File: config.mk
export PLATFORM = sky130hd
export DESIGN_NAME = multiply_sequencer
export DESIGN_NICKNAME = d
export VERILOG_FILES = /design/src/rtl/multiply_sequencer_pkg.sv /design/src/rtl/multiply_sequencer.sv
export SDC_FILE = /design/constraint.sdc
export NUM_CORES = 1
export LEC_CHECK = 0
export CORE_MARGIN = 5
export CORE_UTILIZATION = 40
export DETAILED_ROUTE_END_ITERATION = 10
export MAX_ROUTING_LAYER = met4
export PLACE_DENSITY = 0.71
export SLEW_MARGIN = 20
export SYNTH_ARGS = -nofsm -noshare
export SYNTH_HDL_FRONTEND = slang
export SYNTH_SLANG_ARGS = --single-unit
File: constraint.sdc
create_clock -name clock -period 3.1 [get_ports clock]
set_input_delay 0.465 -clock clock [delete_from_list [all_inputs] [get_ports clock]]
set_output_delay 0.465 -clock clock [all_outputs]
set_load 0.005 [all_outputs]
File: src/rtl/multiply_sequencer_pkg.sv
// Shared definitions for the shift-add multiplier engine.
//   mul_state_t   : sequencer state encoding, visible to the controlpath and
//                   to any top-level debug print that wants the state name.
//   DEFAULT_WIDTH : operand width used when the engine is instantiated
//                   without an override.
package multiply_sequencer_pkg;

    localparam int DEFAULT_WIDTH = 8;

    typedef enum logic [1:0] {
        M_IDLE,
        M_RUN,
        M_DONE
    } mul_state_t;

endpackage : multiply_sequencer_pkg

File: src/rtl/multiply_sequencer.sv
// Multi-cycle unsigned shift-add multiplier with a start/done handshake.
// One add/shift step per clock, WIDTH steps per operation, then a one-cycle
// done pulse. The product register holds its value until the next completion.
//
// Ports:
//   clock    in   1          single clock, all state updates on posedge
//   reset    in   1          synchronous, active-high; dominates every input
//   start    in   1          request, only looked at while idle
//   opA      in   WIDTH      multiplicand, captured when start is accepted
//   opB      in   WIDTH      multiplier, captured when start is accepted
//   busy     out  1          high while running and during the done cycle
//   done     out  1          one-cycle pulse when the product is updated
//   product  out  2*WIDTH    registered result
module multiply_sequencer
    import multiply_sequencer_pkg::*;
#(
    parameter int WIDTH = DEFAULT_WIDTH
) (
    input  logic                 clock,
    input  logic                 reset,
    input  logic                 start,
    input  logic [WIDTH-1:0]     opA,
    input  logic [WIDTH-1:0]     opB,
    output logic                 busy,
    output logic                 done,
    output logic [2*WIDTH-1:0]   product
);

    localparam int                CNT_W     = $clog2(WIDTH) + 1;
    localparam logic [CNT_W-1:0]  LAST_STEP = CNT_W'(WIDTH - 1);

    mul_state_t           state;
    logic [2*WIDTH-1:0]   acc;
    logic [2*WIDTH-1:0]   mcand;
    logic [WIDTH-1:0]     mplr;
    logic [CNT_W-1:0]     count;
    logic [2*WIDTH-1:0]   acc_next;

    // Accumulator value after the current step. The final step's sum goes
    // straight into product, so the result is visible on the same edge that
    // enters M_DONE rather than one cycle later.
    assign acc_next = mplr[0] ? (acc + mcand) : acc;

    // NOTE: all state uses non-blocking assignments so every register sees
    // the pre-edge values of its neighbours, regardless of statement order.
    always_ff @(posedge clock) begin
        if (reset) begin
            state   <= M_IDLE;
            product <= '0;
            acc     <= '0;
            mcand   <= '0;
            mplr    <= '0;
            count   <= '0;
            busy    <= 1'b0;
            done    <= 1'b0;
        end else begin
            case (state)
                M_IDLE: begin
                    if (start) begin
                        mcand <= {{WIDTH{1'b0}}, opA};
                        mplr  <= opB;
                        acc   <= '0;
                        count <= '0;
                        state <= M_RUN;
                        busy  <= 1'b1;
                    end
                end

                M_RUN: begin
                    acc   <= acc_next;
                    mcand <= mcand << 1;
                    mplr  <= mplr >> 1;
                    count <= count + CNT_W'(1);
                    if (count == LAST_STEP) begin
                        product <= acc_next;
                        state   <= M_DONE;
                        done    <= 1'b1;
                    end
                end

                M_DONE: begin
                    // Always spend exactly one cycle here; a held start is
                    // picked up again from M_IDLE on the following cycle.
                    state <= M_IDLE;
                    busy  <= 1'b0;
                    done  <= 1'b0;
                end

                default: begin
                    state <= M_IDLE;
                    busy  <= 1'b0;
                    done  <= 1'b0;
                end
            endcase
        end
    end

endmodule : multiply_sequencer
After elaboration in Yosys (flattened, before gate mapping) --
Index checks and enable logic that the tools add are counted.
Operators by class: add/sub/neg operators 2, divide/modulo/power cells 0, multiplexer cells 16, shifts and indexed selects 0, multipliers 0, reductions and logical operators 7, eq/ne operators 4, $lt $le $gt $ge 0, bitwise gates (word level) 2
Operators with widths (count):
- case mux 16 bit (2 select lines) | 2
- 2-to-1 mux 16 bit | 3
- adder 16 bit | 1
- case mux 8 bit (2 select lines) | 1
- AND reduction 2 bit | 5
- 2-to-1 mux 8 bit | 1
- case mux 4 bit (2 select lines) | 1
- adder 4 x 1 -> 4 bit, second input constant | 1
- == test 4 x 3 -> 1 bit, second input constant | 1
- 2-to-1 mux 2 bit | 2
- 2-to-1 mux 4 bit | 1
- inequality test 2 bit, second input constant | 2
- case mux 1 bit (2 select lines) | 2
- case mux 2 bit (2 select lines) | 1
- == test 2 x 1 -> 1 bit, second input constant | 1
- logical NOT 2 bit | 1
- 2-to-1 mux 1 bit | 2
- NOT 1 bit | 2
- nonzero test 2 bit | 1
Storage, ports and cells: memories kept 0, word-level logic and storage cells 39, register bits after elaboration 64, input port bits 19, bits in latches 0, memory bits (writable) 0, output and inout bits 18, ROM bits 0

Logic depth before layout (Yosys ltp) --
Gate-level depths: netlist of the first run.
word-level depth 3, gate-level depth with buffers 8, depth with buffers taken out 8

Worst setup path before layout of the first run --
OpenSTA, ideal clock, no wires.
path type register to register, from register acc[0], to register product[14], path buffers 0, required time 3.009 ns, stages on the path, launching flop included 9, library setup time 0.091 ns, data arrival time 2.095 ns, clock period less this slack 2.186 ns, path slack 0.914 ns, cell sequence dfxtp_1 ha_1 fa_1 a211oi_1 o21a_1 o21ai_0 a41oi_1 xor2_1 a311oi_1
Between the ends: cells in the longest elaborated chain, start to end 2
Ends and longest elaborated chain:
- start: declaration | line multiply_sequencer.sv:33 | logic [2*WIDTH-1:0] acc;
- start signal: assignment | line multiply_sequencer.sv:70 | acc <= acc_next;
- adder 16 bit | line multiply_sequencer.sv:42 | assign acc_next = mplr[0] ? (acc + mcand) : acc;
- 2-to-1 mux 16 bit | line multiply_sequencer.sv:42
- end signal: assignment | line multiply_sequencer.sv:75 | product <= acc_next;
- end: declaration | line multiply_sequencer.sv:26 | output logic [2*WIDTH-1:0] product
No other way between the ends. A chain may end at the register's enable or synchronous reset.

Worst setup path after layout of the first run --
from register mcand[1], to register acc[13]
Between the ends: cells in the longest elaborated chain, start to end 3
Ends and longest elaborated chain:
- start: declaration | line multiply_sequencer.sv:34 | logic [2*WIDTH-1:0] mcand;
- start signal: assignment | line multiply_sequencer.sv:60 | mcand <= {{WIDTH{1'b0}}, opA};
- start signal: assignment | line multiply_sequencer.sv:71 | mcand <= mcand << 1;
- adder 16 bit | line multiply_sequencer.sv:42
- 2-to-1 mux 16 bit | line multiply_sequencer.sv:42
- case mux 16 bit (2 select lines) | line multiply_sequencer.sv:57 | case (state)
No other way between the ends.

==> results of run 1 <==
==> worst max-delay path: stages, from the launching register on <==
cell and delay, ps:
dfxtp_1 440, ha_1 290, a211oi_2 330, o21a_1 200
o221ai_1 250, o2111a_1 310, nor3_1 380, o21ai_0 130
==> power by group through the flow <==
stage	Combinational [mW]	Clock, mW	Sequential, mW
2_1_floorplan	0.139	0	0.878
3_3_place_gp	0.201	0	0.884
3_5_place_dp	0.204	0	0.884
4_1_cts	0.205	0.757	0.865
5_1_grt	0.225	0.792	0.868
6_report	0.206	0.742	0.865
==> per-stage QoR <==
| stage | cells | util (%) | hold slack [ps] | cell area [sq um] |
|---|---|---|---|---|
| 5_1_grt | 520 | 49.1 | 507 | 3990 |
| 3_5_place_dp | 504 | 46.5 | 457 | 3780 |
| 2_1_floorplan | 374 | - | 446 | 3310 |
| 3_3_place_gp | 504 | 46.5 | 453 | 3780 |
| 6_report | 520 | 49.1 | 471 | 3990 |
| 4_1_cts | 520 | 49.1 | 471 | 3990 |
==> sequential cells by signal (all words and copies together) (netlist names) <==
register,flops
busy,1
acc,16
done,1
mplr,8
count,4
state,2
mcand,16
product,16
==> final cells by class <==
cell class / instances / share of cell area, %
clock buffer: 12 / 3.89
clock inverter: 4 / 1.32
inverter: 7 / 0.659
multi-input combinational: 280 / 47.4
sequential: 64 / 32.1
tap: 105 / 3.29
timing repair buffer: 48 / 11.3
==> placed cells by master, fill, tap and decap left out, types with 6 or more instances in the layout <==
cell type	synthesis	routed
a21o_1	6	6
a21oi_1	32	32
a22o_1	10	10
a22oi_1	11	11
a2bb2oi_1	13	13
buf_4	2	12
clkbuf_8	1	11
clkdlybuf4s50_1	0	36
dfxtp_1	64	64
ha_1	16	16
nand2_1	26	26
nand3_1	7	7
nor2_1	49	49
nor3_1	7	6
o21ai_0	22	22
o221a_2	14	14
xor2_1	6	6
==> routing by layer <==
| layer | track usage, % | vias up |
|---|---|---|
| met4 | 6.24 | 0 |
| li1 | - | 1482 |
| met2 | 27.0 | 84 |
| met3 | 4.43 | 14 |
| met1 | 23.6 | 1449 |
| met5 | - | - |
==> final timing paths <==
| kind | to | cells after the start | start | slack (ps) |
|---|---|---|---|---|
| worst max-delay path | acc[13] | 7 | mcand[1] | 630 |
| worst min-delay path | product[13] | 2 | product[13] | 470 |
| worst max register to register | acc[13] | 7 | mcand[1] | 630 |
| worst min register to register | product[13] | 2 | product[13] | 470 |
==> cell families after synthesis <==
kind of cell / after synthesis / share of synthesized area (%)
AO/OA/AOI/OAI: 144 / 32.3
AND/OR/NAND/NOR: 104 / 14.0
flip-flops: 64 / 38.7
buffers and inverters: 30 / 4.20
adder cells (fa/ha/maj): 17 / 6.66
XOR/XNOR: 11 / 2.91
multiplexers: 4 / 1.25
==> reports/metrics.yaml, run 1 <==
outcome: "finished clean"
wl_met2_microns: 3850
row_count: 33
multiInputGateArea_sq_um: 1890
yosys_warnings: 0
yosysUniqueCellTypes: 60
slew_headroom_pct: 61.8
synth_most_common_cell: "dfxtp_1"
hpwl_microns: 6080
ys_top_cells_by_count: "64 x dfxtp_1, 49 x nor2_1, 32 x a21oi_1, 26 x nand2_1, 22 x o21ai_0"
wl_met3_microns: 420
async_flop_share_pct: 0
crit_required_ps: 3310
synth_ff_type: "dfxtp_1"
cts_tree: "built"
p_leak_nw: 1.60
p_clk_share_pct: 40.9
pwr-share-comb_pct: 11.4
portBuffers: 36
fillers: 773
clockBufferDepth: 2
synth_edf_count: 0
highest_layer: "met4"
antenna_found_initial: 0
cts-root-buf: "clkbuf_8"
max_cap_violations: 0
dp_slack_ps: 682
tns_ps: 0
design.die.area_sq_um: 10200
drc_errors: 0
power.density_nw_per_um2: 455
max-vdd-ir-drop_v: 0.000252
wl_microns: 8620
path_clk_slew_ps: 70
skew_ps: 14.5
synth.cell_area_sq_um: 3310
postCtsSetupRepairBufs: 0
regArea_sq_um: 1280
ys_seq_area_share_pct: 38.7
synthTopCellsByArea: "dfxtp_1 39%, ha_1 6.1%, nor2_1 5.6%"
ctsHoldBuffers: 0
clock_latency_ps: 350
first_pass_iters: 4
synth_top_area_share_pct: 38.7
postSynthCellCount: 374
switchingPower_mw: 0.456
die_w_microns: 101
swShare_pct: 25.1
cts_resized: 0
nets: 446
min_period_ps: 2470
setup_slack_ps: 628
rsz0062_at_grt: "false"
ys_ff_latch: 64
diodes: 0
yosysTopAreaCell: "dfxtp_1"
cts_inserted_buffers: 9
worstPathMaxFanout: 4
arrival_ps: 2690
power_frac_seq_pct: 47.7
fmax_mhz: 404
critical_path_class: "reg2reg"
hold_viol: 0
initial_core_util_pct: 40.7
cp-end-kind: "flip-flop"
setup-violations-final: 0
io_pins: 37
vias: 3029
areaGrowthSynthToFinish_pct: 20.6
wl_per_cell_microns: 16.6
dr.first_iter.drc_count: 115
ant_nets: 0
intPower_mw: 1.36
vias_per_cell: 5.83
grt-ovfl-total: 0
min_path_type: "reg2reg"
die_height_microns: 101
wl_met1_microns: 4200
cts_max_level: 3
grt_pass1_vias: 2863
grt_use_total_pct: 18.0
drive_gt1_share_pct: 12.3
grt_start_max_net_pins: 29
grt_first_pass_wirelength_microns: 14100
tightest_slew_ps: 571
clock_sinks: 64
core-area_sq_um: 8130
power_mw: 1.81
finalCritPeriodShare_pct: 79.8
syn-num-nets: 410
drv_slew: 0
place_congestion: 0.927
syn_area_per_cell_sq_um: 8.85
worstSetupStartpointType: "flip-flop"
(Power assumes the default switching activity.)
==> inputs of run 2 (changes only) <==
--- a/config.mk
+++ b/config.mk
@@ -9,7 +9,7 @@
 export CORE_UTILIZATION = 40
 export DETAILED_ROUTE_END_ITERATION = 10
 export MAX_ROUTING_LAYER = met4
-export PLACE_DENSITY = 0.71
+export PLACE_DENSITY = 0.73
 export SLEW_MARGIN = 20
 export SYNTH_ARGS = -nofsm -noshare
 export SYNTH_HDL_FRONTEND = slang
==> constraint.sdc (replaced) <==
create_clock -name clock -period 2.1 [get_ports clock]
set_input_delay 0.315 -clock clock [delete_from_list [all_inputs] [get_ports clock]]
set_output_delay 0.315 -clock clock [all_outputs]
set_load 0.005 [all_outputs]
==> reports/metrics.yaml, run 2 (same netlist as run 1, synthesis figures left out) <==
dp_slack_ps: -199  # was 682 ps
final_common_cell: "buf_4"  # was dfxtp_1
max_cap_violations: 0  # unchanged
crit_required_ps: 2330  # was 3310 ps
die_w_microns: 101  # unchanged
worstPathMaxFanout: 3  # was 4
post-place-cells: 551  # was 504
grt_use_total_pct: 20.3  # was 18.0%
min_path_type: "reg2reg"  # unchanged
max-vdd-ir-drop_v: 0.000358  # was 0.000252 V
worstSetupStartpointType: "flip-flop"  # unchanged
power.density_nw_per_um2: 587  # was 455 nW/um^2
tightest_slew_ps: 757  # was 571 ps
skew_ps: 8.96  # was 14.5 ps
arrival_ps: 2400  # was 2690 ps
drv_slew: 0  # unchanged
dr.first_iter.drc_count: 162  # was 115
diodes: 0  # unchanged
cts_tree: "built"  # unchanged
ant_nets: 0  # unchanged
portBuffers: 36  # unchanged
initial_core_util_pct: 40.7  # unchanged
cp-startpoint: "mcand[0]"  # was mcand[1]
wl_microns: 9990  # was 8620 microns
hpwl_microns: 7010  # was 6080 microns
setup-violations-final: 9  # was 0
tns_ps: -314  # was 0 ps
cts_inserted_buffers: 9  # unchanged
final_cell_mix: "61 x buf_4, 54 x dfxtp_1, 49 x nor2_1, 36 x clkdlybuf4s50_1, 28 x a21oi_1"  # was 64 x dfxtp_1, 49 x nor2_1, 36 x clkdlybuf4s50_1, 32 x a21oi_1, 26 x nand2_1
layoutNonFillerInstCount: 571  # was 520
rsz0062_at_grt: "true"  # was false
critical_path_class: "reg2reg"  # unchanged
rr_startpoint: "mcand[0]"  # was mcand[1]
critPathCapture: "acc[10]"  # was acc[13]
finalCritPeriodShare_pct: 104  # was 79.8%
io_pins: 37  # unchanged
clockBufferDepth: 2  # unchanged
cts_max_level: 3  # unchanged
die_height_microns: 101  # unchanged
vias_per_cell: 5.71  # was 5.83
areaGrowthSynthToFinish_pct: 40.2  # was 20.6%
core-area_sq_um: 8130  # unchanged
drc_errors: 0  # unchanged
grt_start_max_net_pins: 26  # was 29
cp-end-kind: "flip-flop"  # unchanged
design.die.area_sq_um: 10200  # unchanged
hold_viol: 0  # unchanged
grt_first_pass_wirelength_microns: 15900  # was 14100 microns
setup_slack_ps: -74.9  # was 628 ps
vias: 3258  # was 3029
first_pass_iters: 5  # was 4
cts-root-buf: "clkbuf_8"  # unchanged
drive_gt1_share_pct: 29.2  # was 12.3%
p_leak_nw: 1.85  # was 1.60 nW
fmax_mhz: 460  # was 404 MHz
clock_latency_ps: 350  # about the same
grt_pass1_vias: 3265  # was 2863
reg2regPathDepth: 8  # was 7
worst_r2r_endpoint: "acc[10]"  # was acc[13]
r2r_slack_ps: -70  # was 630 ps
min_period_ps: 2170  # was 2470 ps
slew_headroom_pct: 49.3  # was 61.8%
row_count: 33  # unchanged
violations: "setup timing"
clock_sinks: 64  # unchanged
outcome: "finished with violations"  # was finished clean
wl_per_cell_microns: 17.5  # was 16.6 microns
ctsHoldBuffers: 0  # unchanged
place_congestion: 0.920  # was 0.927
nets: 498  # was 446
path_clk_slew_ps: 70  # about the same
reg_top3: "acc (16), mcand (16), product (16)"  # unchanged
antenna_found_initial: 0  # unchanged
power_mw: 2.72  # was 1.81 mW
grt-ovfl-total: 0  # unchanged
-- run 2: worst max-delay path, stage by stage (launching register included) --
cell and delay [ps]:
dfxtp_2 340, ha_4 180, fa_2 440, a211oi_4 260, or2_4 180, a31oi_4 100
a31oi_2 210, xor2_1 250, o21ai_1 90
-- run 2: per-layer routing --
metal	part of all wire, %	track usage [%]
met4	2.4	7.77
met3	4.6	4.22
met5	0	-
met1	45	25.6
met2	48	32.1
-- run 2: repair_timing --
action / in CTS / in global routing
setup buffers: 3 / 2
pin swaps: 11 / 17
setup endpoints to repair: 13 / 21
resized for setup: 31 / 18
-- run 2: layout make-up --
type | count | area (sq um)
inverters | 7 | 26.3
multi-input cells | 280 | 2150
fillers | 702 | 3500
flip-flops and latches | 64 | 1290
clock inverters | 3 | 42.5
repair buffers | 100 | 852
clock buffers | 12 | 145
well taps | 105 | 131
-- run 2: stage by stage --
stage / utilization, % / hold slack, ps / area [sq um]
detailed placement: 51.1 / 463 / 4160
global placement: 51.1 / 445 / 4160
finish: 57.0 / 470 / 4640
CTS: 55.9 / 476 / 4540
floorplan: - / 446 / 3330
global route: 57.0 / 503 / 4640
-- run 2: how the worst min path moves through the flow --
stage / start / end / slack [ps] / cells after the start
finish: product[12] / product[12] / 470 / 2
global route: product[12] / product[12] / 500 / 2
CTS: product[2] / product[2] / 480 / 2
detailed placement: product[2] / product[2] / 460 / 2
global placement: product[12] / product[12] / 450 / 2
floorplan: acc[10] / acc[10] / 450 / 2
-- run 2: where the power goes --
part           switching, mW  internal (mW)
registers             0.0335           1.25
logic                  0.190          0.195
clock network          0.481          0.573
